**src/rtl/seq_gen_1011.sv**
```systemverilog
// Serial pattern generator: emits PATTERN MSB first, reps times per frame,
// with GAP_LEN idle cycles between repetitions and a ready/valid handshake.
module seq_gen_1011 #(
  parameter logic [3:0]  PATTERN = 4'b1011,
  parameter int unsigned GAP_LEN = 2
) (
  input  logic       clk,
  input  logic       reset,
  input  logic       start,
  input  logic [3:0] reps,
  input  logic       out_ready,
  output logic       out_bit,
  output logic       out_valid,
  output logic       busy,
  output logic       done
);

  typedef enum logic [1:0] {IDLE, SHIFT, GAP, FIN} state_e;

  // Gap counter is loaded with the index of the last gap cycle.
  localparam logic [2:0] GAP_LAST = (GAP_LEN > 0) ? 3'(GAP_LEN - 1) : 3'd0;

  state_e     state_q, state_d;
  logic [1:0] idx_q, idx_d;
  logic [3:0] cnt_q, cnt_d;
  logic [2:0] gap_q, gap_d;

  always_ff @(posedge clk or negedge reset) begin
    if (!reset) begin
      state_q <= IDLE;
      idx_q   <= 2'd3;
      cnt_q   <= 4'd0;
      gap_q   <= 3'd0;
    end else begin
      state_q <= state_d;
      idx_q   <= idx_d;
      cnt_q   <= cnt_d;
      gap_q   <= gap_d;
    end
  end

  // Outputs decode registered state only; out_ready steers next state alone.
  always_comb begin
    state_d   = state_q;
    idx_d     = idx_q;
    cnt_d     = cnt_q;
    gap_d     = gap_q;
    out_bit   = 1'b0;
    out_valid = 1'b0;
    busy      = (state_q != IDLE);
    done      = 1'b0;
    case (state_q)
      IDLE: begin
        if (start) begin
          cnt_d   = reps;
          idx_d   = 2'd3;
          state_d = (reps == 4'd0) ? FIN : SHIFT;
        end
      end
      SHIFT: begin
        out_valid = 1'b1;
        out_bit   = PATTERN[idx_q];
        if (out_ready) begin
          if (idx_q != 2'd0) begin
            idx_d = idx_q - 2'd1;
          end else begin
            cnt_d = cnt_q - 4'd1;
            idx_d = 2'd3;
            if (cnt_q == 4'd1) begin
              state_d = FIN;
            end else if (GAP_LEN > 0) begin
              state_d = GAP;
              gap_d   = GAP_LAST;
            end
          end
        end
      end
      GAP: begin
        if (gap_q == 3'd0) begin
          state_d = SHIFT;
          idx_d   = 2'd3;
        end else begin
          gap_d = gap_q - 3'd1;
        end
      end
      FIN: begin
        done    = 1'b1;
        state_d = IDLE;
      end
      default: state_d = IDLE;
    endcase
  end

endmodule

```
**config.mk**
```make
export PLATFORM = sky130hd
export DESIGN_NAME = seq_gen_1011
export DESIGN_NICKNAME = d
export VERILOG_FILES = /design/src/rtl/seq_gen_1011.sv
export SDC_FILE = /design/constraint.sdc
export NUM_CORES = 1
export LEC_CHECK = 0
export ABC_AREA = 1
export CAP_MARGIN = 20
export CORE_ASPECT_RATIO = 1.5
export CORE_UTILIZATION = 40
export CTS_BUF_LIST = sky130_fd_sc_hd__clkbuf_16
export CTS_CLUSTER_DIAMETER = 120
export CTS_CLUSTER_SIZE = 30
export DETAILED_ROUTE_END_ITERATION = 12
export GPL_ROUTABILITY_DRIVEN = 0
export GPL_TIMING_DRIVEN = 0
export PLACE_DENSITY = 0.64
export SLEW_MARGIN = 20
export SYNTH_ARGS = -nofsm -noshare
export SYNTH_HDL_FRONTEND = slang
export SYNTH_SLANG_ARGS = --single-unit
```
**constraint.sdc**
```tcl
create_clock -name clk -period 1.2 [get_ports clk]
set_clock_uncertainty 0.05 [all_clocks]
set_input_delay 0.12 -clock clk [delete_from_list [all_inputs] [get_ports clk]]
set_output_delay 0.12 -clock clk [all_outputs]
set_load 0.02 [all_outputs]
```
==> summary.json, run 1 <==
{
  "detailed_routing": {
    "drt_first_pass_iters": 4,
    "wl_per_cell_um": 12.2,
    "finalWirelength_mm": 2.08,
    "average_via_count_per_standard_cell": 4.84,
    "drc": 0,
    "route.vias.total": 822,
    "detail_route.iter0.violations": 20,
    "drtAntennaViolNets": 0
  },
  "timing": {
    "rsz0062_at_grt": "yes",
    "fmax_mhz": 736,
    "slew_headroom": 0.632,
    "setup-violations-final": 15,
    "final_max_slew_viol_count": 0,
    "layout_setup_ws_ps": -160,
    "timing.final.crit_period_ps": 1360,
    "timing_hold_violations_final": 0,
    "post-route-period-util": 1.13,
    "timing_worst_slew_pin_value_ps": 550
  },
  "pwr": {
    "static-leakage-power_nw": 0.661,
    "power.density_mw_per_mm2": 3140,
    "pwr-share-clk": 0.146,
    "p_comb_frac": 0.667,
    "peakVddDrop_v": 0.00187,
    "power.share.switching": 0.453,
    "power.net_switching_mw": 1.87,
    "power.internal_mw": 2.26,
    "pwr-share-seq": 0.187
  },
  "critical_path": {
    "critical_path.slowest_cell": "dfrtp_2",
    "wp_buf_inv": 3,
    "top_cell_by_count_worst_path": "buf_6",
    "startpoint_type": "flop",
    "worstSetupEndpointType": "output pin",
    "worst-endpoint-required_ps": 1030,
    "critical-path-top-delay-family": "flip-flops",
    "critical_path.max_stage_delay_ps": 430,
    "worst-r2r-setup-slack_ps": -110,
    "timing.setup.critical_path_class": "flop to output pin",
    "worst_ep_arrival_time_ps": 1190,
    "critical_path.cell_chain": "inv_2 -> nand2_2 -> buf_6 -> nor2_4 -> buf_6",
    "critical_path_peak_fanout": 8
  },
  "finish": {
    "layout-drive-gt1-share": 0.423,
    "area_growth_pct": 61.9,
    "finalInstanceArea_mm2": 0.00132,
    "finish.utilization": 0.700,
    "final_net_count": 164,
    "num_antenna_cells": 0
  },
  "grt": {
    "congestion_overflow_gr": 0,
    "track_usage": 0.215,
    "grt_first_pass_wirelength_mm": 3.46,
    "grt_antenna_before_repair": 0,
    "maximum_number_of_pins_on_one_net_before_global_route_repair": 12,
    "first_global_vias": 839
  },
  "clock_tree": {
    "worst_path_clk_slew_ps": 40,
    "root_buffer_cell": "clkbuf_16",
    "h_tree_lvls": 1,
    "clk_path_buf_depth": 2,
    "clock_sinks": 11,
    "cts.hold.buffers_added": 0,
    "number_of_buffers_created_by_cts": 3,
    "tritoncts": "done",
    "clk-insertion-delay-late_ps": 240
  },
  "synthesis": {
    "yosys_warnings": 0,
    "synth_nets": 135,
    "post_synth.cell_area_avg_um2": 6.71,
    "syn_inst": 121,
    "ys_seq_elements": 11,
    "synthDistinctLibCells": 16,
    "netlist_area_um2": 812,
    "ys_seq_area_frac": 0.342
  },
  "floorplanning": {
    "die_width_um": 38.8,
    "start_util": 0.432,
    "fp.dieH_um": 57.2,
    "io_pins": 12,
    "row_count": 19,
    "core_mm2": 0.00188,
    "die_ar_mm2": 0.00222
  },
  "placement": {
    "dp_slack_ps": -459,
    "buffer_ports.inserted": 11,
    "half_perimeter_wire_length_after_detailed_placement_mm": 1.31,
    "place_area_um2": 990
  },
  "outcome": {
    "violations": "negative setup slack",
    "status": "complete, but fails checks"
  },
  "flow_run": {
    "maxCapViolations": 0
  },
  "min_path": {
    "worstHoldPathType": "input pin to async pin"
  }
}
placed cells by master (no fill, tap or decap), types with 5 or more instances in the layout:
| cell | instances |
|---|---|
| nand2_2 | 10 |
| buf_4 | 7 |
| nor2_1 | 9 |
| nand2_1 | 38 |
| nand3_1 | 5 |
| inv_1 | 10 |
| dfrtp_1 | 8 |
| nand2_4 | 5 |
| nor2_4 | 5 |
| clkdlybuf4s50_1 | 7 |
| buf_6 | 12 |
worst reg2reg max path, stage by stage, from the launching register on:
cell,delay [ps]
dfstp_2,390
inv_2,70
ha_4,140
inv_4,40
o21ai_4,220
nand3_4,150
nand2_1,90
nand2_1,50
per-layer routing:
metal | global-route usage | vias to the layer above | share of wire
met4 | 0.0739 | 0 | 0.016
met5 | 0 | - | 0
met3 | 0.0233 | 4 | 0.024
li1 | - | 427 | -
met1 | 0.232 | 375 | 0.41
met2 | 0.402 | 16 | 0.55
kinds of logic after synthesis:
group / count (synthesis) / synth area share
compound gates: 5 / 0.0354
buf+inv: 19 / 0.0971
simple gates: 80 / 0.433
flops: 11 / 0.342
fa+ha+maj: 6 / 0.0924
synth_stat cells:
master   count  area, µm²
dfstp_2      2       52.6
nand2_2      3       18.8
inv_1       14       52.6
dfrtp_1      9        225
nand2_1     50        188
ha_1         6       75.1
inv_2        3       11.3
o21ai_0      4       20.0
nor2_1      13       48.8
nor2_4       2       22.5
nand4_1      3       18.8
nand3_2      2       20.0
buf_4        2       15.0
nand3_1      6       30.0
nor3_1       1       5.00
o21ai_2      1       8.76
power by group through the flow:
stage / Combinational [mW] / Clock [mW] / Sequential [mW]
global route: 3.03 / 0.629 / 0.793
detailed placement: 1.84 / 0 / 0.748
global placement: 1.80 / 0 / 0.739
floorplan: 1.43 / 0 / 0.710
CTS: 2.46 / 0.613 / 0.761
finish: 2.75 / 0.603 / 0.772
repair_timing:
action / CTS / global route
cloned: 0 / 0
buffers inserted: 10 / 3
pin swaps: 21 / 6
gates resized for setup: 53 / 14
endpoints found under the setup margin: 15 / 15
registers in the layout, summed over array words and instances, names as in the netlist:
register	count
cnt_q	4
gap_q	3
idx_q	2
state_q	2
cell type report:
type / instances / area, µm²
Clock buffer: 3 / 75.1
Multi-Input combinational cell: 91 / 599
Buffer: 2 / 22.5
Clock inverter: 1 / 3.75
Inverter: 17 / 73.8
Fill cell: 162 / 563
Timing Repair Buffer: 24 / 235
Sequential cell: 11 / 279
Tap cell: 21 / 26.3
per-stage QoR:
stage               power (mW)  instances  hold WS, ps  setup TNS [ps]
floorplan                 2.14        121         -226            -376
global placement          2.54        153          407           -2350
detailed placement        2.59        153          408           -2630
CTS                       3.83        167          205           -1120
global route              4.45        170          244           -2250
finish                    4.13        170          192           -1390
worst paths after layout:
| check | start | to | cells after the start |
|---|---|---|---|
| setup / recovery | state_q[1] | out_bit | 5 |
| hold / removal | reset | state_q[0] | 1 |
| setup reg to reg | idx_q[1] | cnt_q[2] | 7 |
| hold reg to reg | cnt_q[1] | cnt_q[1] | 2 |
| max in group asynchronous | reset | state_q[1] | 1 |
| min in group clk | cnt_q[1] | cnt_q[1] | 2 |
No activity file was read; power rests on OpenSTA's default activity.
==> run 2: changes to the inputs <==
--- a/config.mk
+++ b/config.mk
@@ -7,15 +7,14 @@
 export LEC_CHECK = 0
 export ABC_AREA = 1
 export CAP_MARGIN = 20
-export CORE_ASPECT_RATIO = 1.5
-export CORE_UTILIZATION = 40
+export CORE_UTILIZATION = 47
 export CTS_BUF_LIST = sky130_fd_sc_hd__clkbuf_16
 export CTS_CLUSTER_DIAMETER = 120
 export CTS_CLUSTER_SIZE = 30
 export DETAILED_ROUTE_END_ITERATION = 12
 export GPL_ROUTABILITY_DRIVEN = 0
 export GPL_TIMING_DRIVEN = 0
-export PLACE_DENSITY = 0.64
+export PLACE_DENSITY = 0.73
 export SLEW_MARGIN = 20
 export SYNTH_ARGS = -nofsm -noshare
 export SYNTH_HDL_FRONTEND = slang
==> run 2 against run 1 <==
Effect of this change:
- the flow finishes with violations (design-rule violations, negative setup slack)
- count of clock-buffer cells in the layout did not move
- final cell count shrank 4.1%
- non-clock buffer count decreased by 2
- clock power increased by 2%
- first-iteration DRC count grew 65%
- register-to-register slack lost 70 ps
- maximum frequency is 1.7% lower
- largest power group unchanged
==> summary.json, run 2 (synthesis results as in run 1) <==
{
  "outcome": {
    "status": "complete, but fails checks",
    "violations": "design-rule violations, negative setup slack"
  },
  "floorplanning": {
    "core": {"value": 0.00156, "unit": "mm²", "change": "-17%"},
    "die_ar": {"value": 0.00190, "unit": "mm²", "change": "-14%"},
    "row_count": {"value": 14, "change": "-5"},
    "fp.dieH": {"value": 43.6, "unit": "µm", "change": "-24%"},
    "start_util": {"value": 0.521, "change": "+0.0885"},
    "io_pins": {"value": 12, "change": "unchanged"},
    "die_width": {"value": 43.6, "unit": "µm", "change": "+12%"}
  },
  "clock_tree": {
    "h_tree_lvls": {"value": 1, "change": "unchanged"},
    "root_buffer_cell": "clkbuf_16",
    "number_of_buffers_created_by_cts": {"value": 3, "change": "unchanged"},
    "worst_path_clk_slew": {"value": 50, "unit": "ps", "change": "about the same"},
    "tritoncts": "done",
    "clk-insertion-delay-late": {"value": 240, "unit": "ps", "change": "about the same"},
    "clock_sinks": {"value": 11, "change": "unchanged"},
    "clk_path_buf_depth": {"value": 2, "change": "unchanged"}
  },
  "timing": {
    "setup-violations-final": {"value": 14, "change": "-1"},
    "post-route-period-util": {"value": 1.15, "change": "+0.0197"},
    "timing.final.crit_period": {"value": 1380, "unit": "ps", "change": "+23.6 ps"},
    "timing_worst_slew_pin_value": {"value": 524, "unit": "ps", "change": "-26.2 ps"},
    "slew_headroom": {"value": 0.650, "change": "+0.0175"},
    "final_max_slew_viol_count": {"value": 0, "change": "unchanged"},
    "layout_setup_ws": {"value": -183, "unit": "ps", "change": "-23.6 ps"},
    "whs": {"value": 176, "unit": "ps", "change": "-16.0 ps"},
    "fmax": {"value": 723, "unit": "MHz", "change": "-1.7%"},
    "timing_hold_violations_final": {"value": 0, "change": "unchanged"},
    "rsz0062_at_grt": "yes"
  },
  "detailed_routing": {
    "drc": {"value": 4, "change": "+4"},
    "drt_first_pass_iters": {"value": 9, "change": "+5"},
    "routed-wl-met3": {"value": 96, "unit": "µm", "change": "+92%"},
    "m1WireLength": {"value": 976, "unit": "µm", "change": "+16%"},
    "finalWirelength": {"value": 2.33, "unit": "mm", "change": "+12%"},
    "average_via_count_per_standard_cell": {"value": 5.33, "change": "+10%"},
    "met2WireLength": {"value": 1.18, "unit": "mm", "change": "+2.7%"},
    "drtAntennaViolNets": {"value": 0, "change": "unchanged"},
    "wl_per_cell": {"value": 14.3, "unit": "µm", "change": "+17%"},
    "detail_route.iter0.violations": {"value": 33, "change": "+65%"},
    "highest-signal-layer": "met4",
    "route.vias.total": {"value": 868, "change": "+5.6%"}
  },
  "critical_path": {
    "worst_ep_arrival_time": {"value": 1470, "unit": "ps", "change": "+280 ps"},
    "timing.setup.critical_path_class": "flop to flop",
    "critical_path_peak_fanout": {"value": 7, "change": "-1"},
    "worst-endpoint-required": {"value": 1280, "unit": "ps", "change": "+250 ps"},
    "startpoint_type": "flop",
    "worstSetupEndpointType": "flop"
  },
  "finish": {
    "largest_reg_flops": {"value": 4, "change": "unchanged"},
    "reg.largest.list": "cnt_q x4, gap_q x3",
    "max_flop_register": "cnt_q",
    "layout_commonest_cell": "nand2_1",
    "leading_cell_types_in_the_layout_fill_and_taps_excluded": "41 x nand2_1, 10 x inv_1, 9 x nor2_1",
    "num_antenna_cells": {"value": 0, "change": "unchanged"},
    "final_net_count": {"value": 162, "change": "-1.2%"},
    "area_growth_pct": 61.0,
    "layout-drive-gt1-share": {"value": 0.374, "change": "-0.0487"}
  },
  "placement": {
    "dp_slack": {"value": -470, "unit": "ps", "change": "-11.9 ps"},
    "half_perimeter_wire_length_after_detailed_placement": {"value": 1.22, "unit": "mm", "change": "-6.3%"},
    "buffer_ports.inserted": {"value": 11, "change": "unchanged"}
  },
  "min_path": {
    "worstHoldPathType": "input pin to async pin"
  },
  "grt": {
    "first_global_vias": {"value": 835, "change": "-0.48%"},
    "grt_antenna_before_repair": {"value": 0, "change": "unchanged"},
    "grt_first_pass_wirelength": {"value": 3.68, "unit": "mm", "change": "+6.2%"},
    "track_usage": {"value": 0.268, "change": "+0.0532"},
    "maximum_number_of_pins_on_one_net_before_global_route_repair": {"value": 12, "change": "unchanged"},
    "congestion_overflow_gr": {"value": 0, "change": "unchanged"}
  },
  "pwr": {
    "static-leakage-power": {"value": 0.655, "unit": "nW", "change": "-0.89%"},
    "peakVddDrop": {"value": 0.00188, "unit": "V", "change": "+0.98%"},
    "power.density": {"value": 3270, "unit": "mW/mm²", "change": "+4.1%"}
  },
  "flow_run": {
    "maxCapViolations": {"value": 0, "change": "unchanged"}
  }
}
[run 2: cell types whose count changed in the layout (fill, tap and decap cells not counted), sizes merged]
cell           change
buf                -3
clkdlybuf4s15      +1
[run 2: per-stage QoR]
stage	area, µm²	util	setup TNS [ps]	power, mW	cells
2_1_floorplan	853	-	-376	2.14	121
3_3_place_gp	983	0.631	-2230	2.54	148
3_5_place_dp	983	0.631	-2360	2.58	148
4_1_cts	1200	0.770	-1590	3.72	158
5_1_grt	1310	0.839	-3020	4.53	163
6_report	1310	0.839	-2290	4.27	163
[run 2: layout make-up]
class / instances / area [µm²]
Buffer: 2 / 22.5
Clock buffer: 3 / 75.1
Clock inverter: 1 / 3.75
Fill cell: 91 / 251
Inverter: 17 / 73.8
Multi-Input combinational cell: 91 / 622
Sequential cell: 11 / 279
Tap cell: 16 / 20.0
Timing Repair Buffer: 22 / 211
[run 2: timing repair]
item / CTS / global route
gates resized for setup: 46 / 14
setup buffers: 6 / 5
endpoints found under the setup margin: 15 / 14
hold buffers: 0 / 0
pin swaps: 17 / 4
[run 2: worst paths after layout]
kind / cells after the start / slack, ps / endpoint / start
worst max-delay path: 8 / -180 / cnt_q[3] / state_q[1]
worst min-delay path: 1 / 180 / cnt_q[3] / reset
worst max register to register: 8 / -180 / cnt_q[3] / state_q[1]
worst min register to register: 2 / 430 / cnt_q[1] / cnt_q[1]
max in group asynchronous: 1 / 550 / state_q[1] / reset
min in group clk: 2 / 430 / cnt_q[1] / cnt_q[1]
[run 2: where the power goes]
| part | leakage, nW | switching (mW) | internal, mW |
|---|---|---|---|
| clock | 0.0423 | 0.179 | 0.439 |
| combinational | 0.479 | 1.67 | 1.22 |
| sequential | 0.134 | 0.183 | 0.588 |
[run 2: critical path, cell delays in order, from the launching register on]
cell and delay, ps:
dfrtp_2 450, buf_6 140, nor2_4 130, buf_12 160, nand2_8 70, nand2_4 90, nor2_4 60, nand2_1 60
nand2_1 50
[run 2: per-layer routing]
metal | track usage | vias up
met1 | 0.338 | 404
met3 | 0.0458 | 9
met2 | 0.433 | 26
met4 | 0.150 | 0
met5 | 0 | -
li1 | - | 429
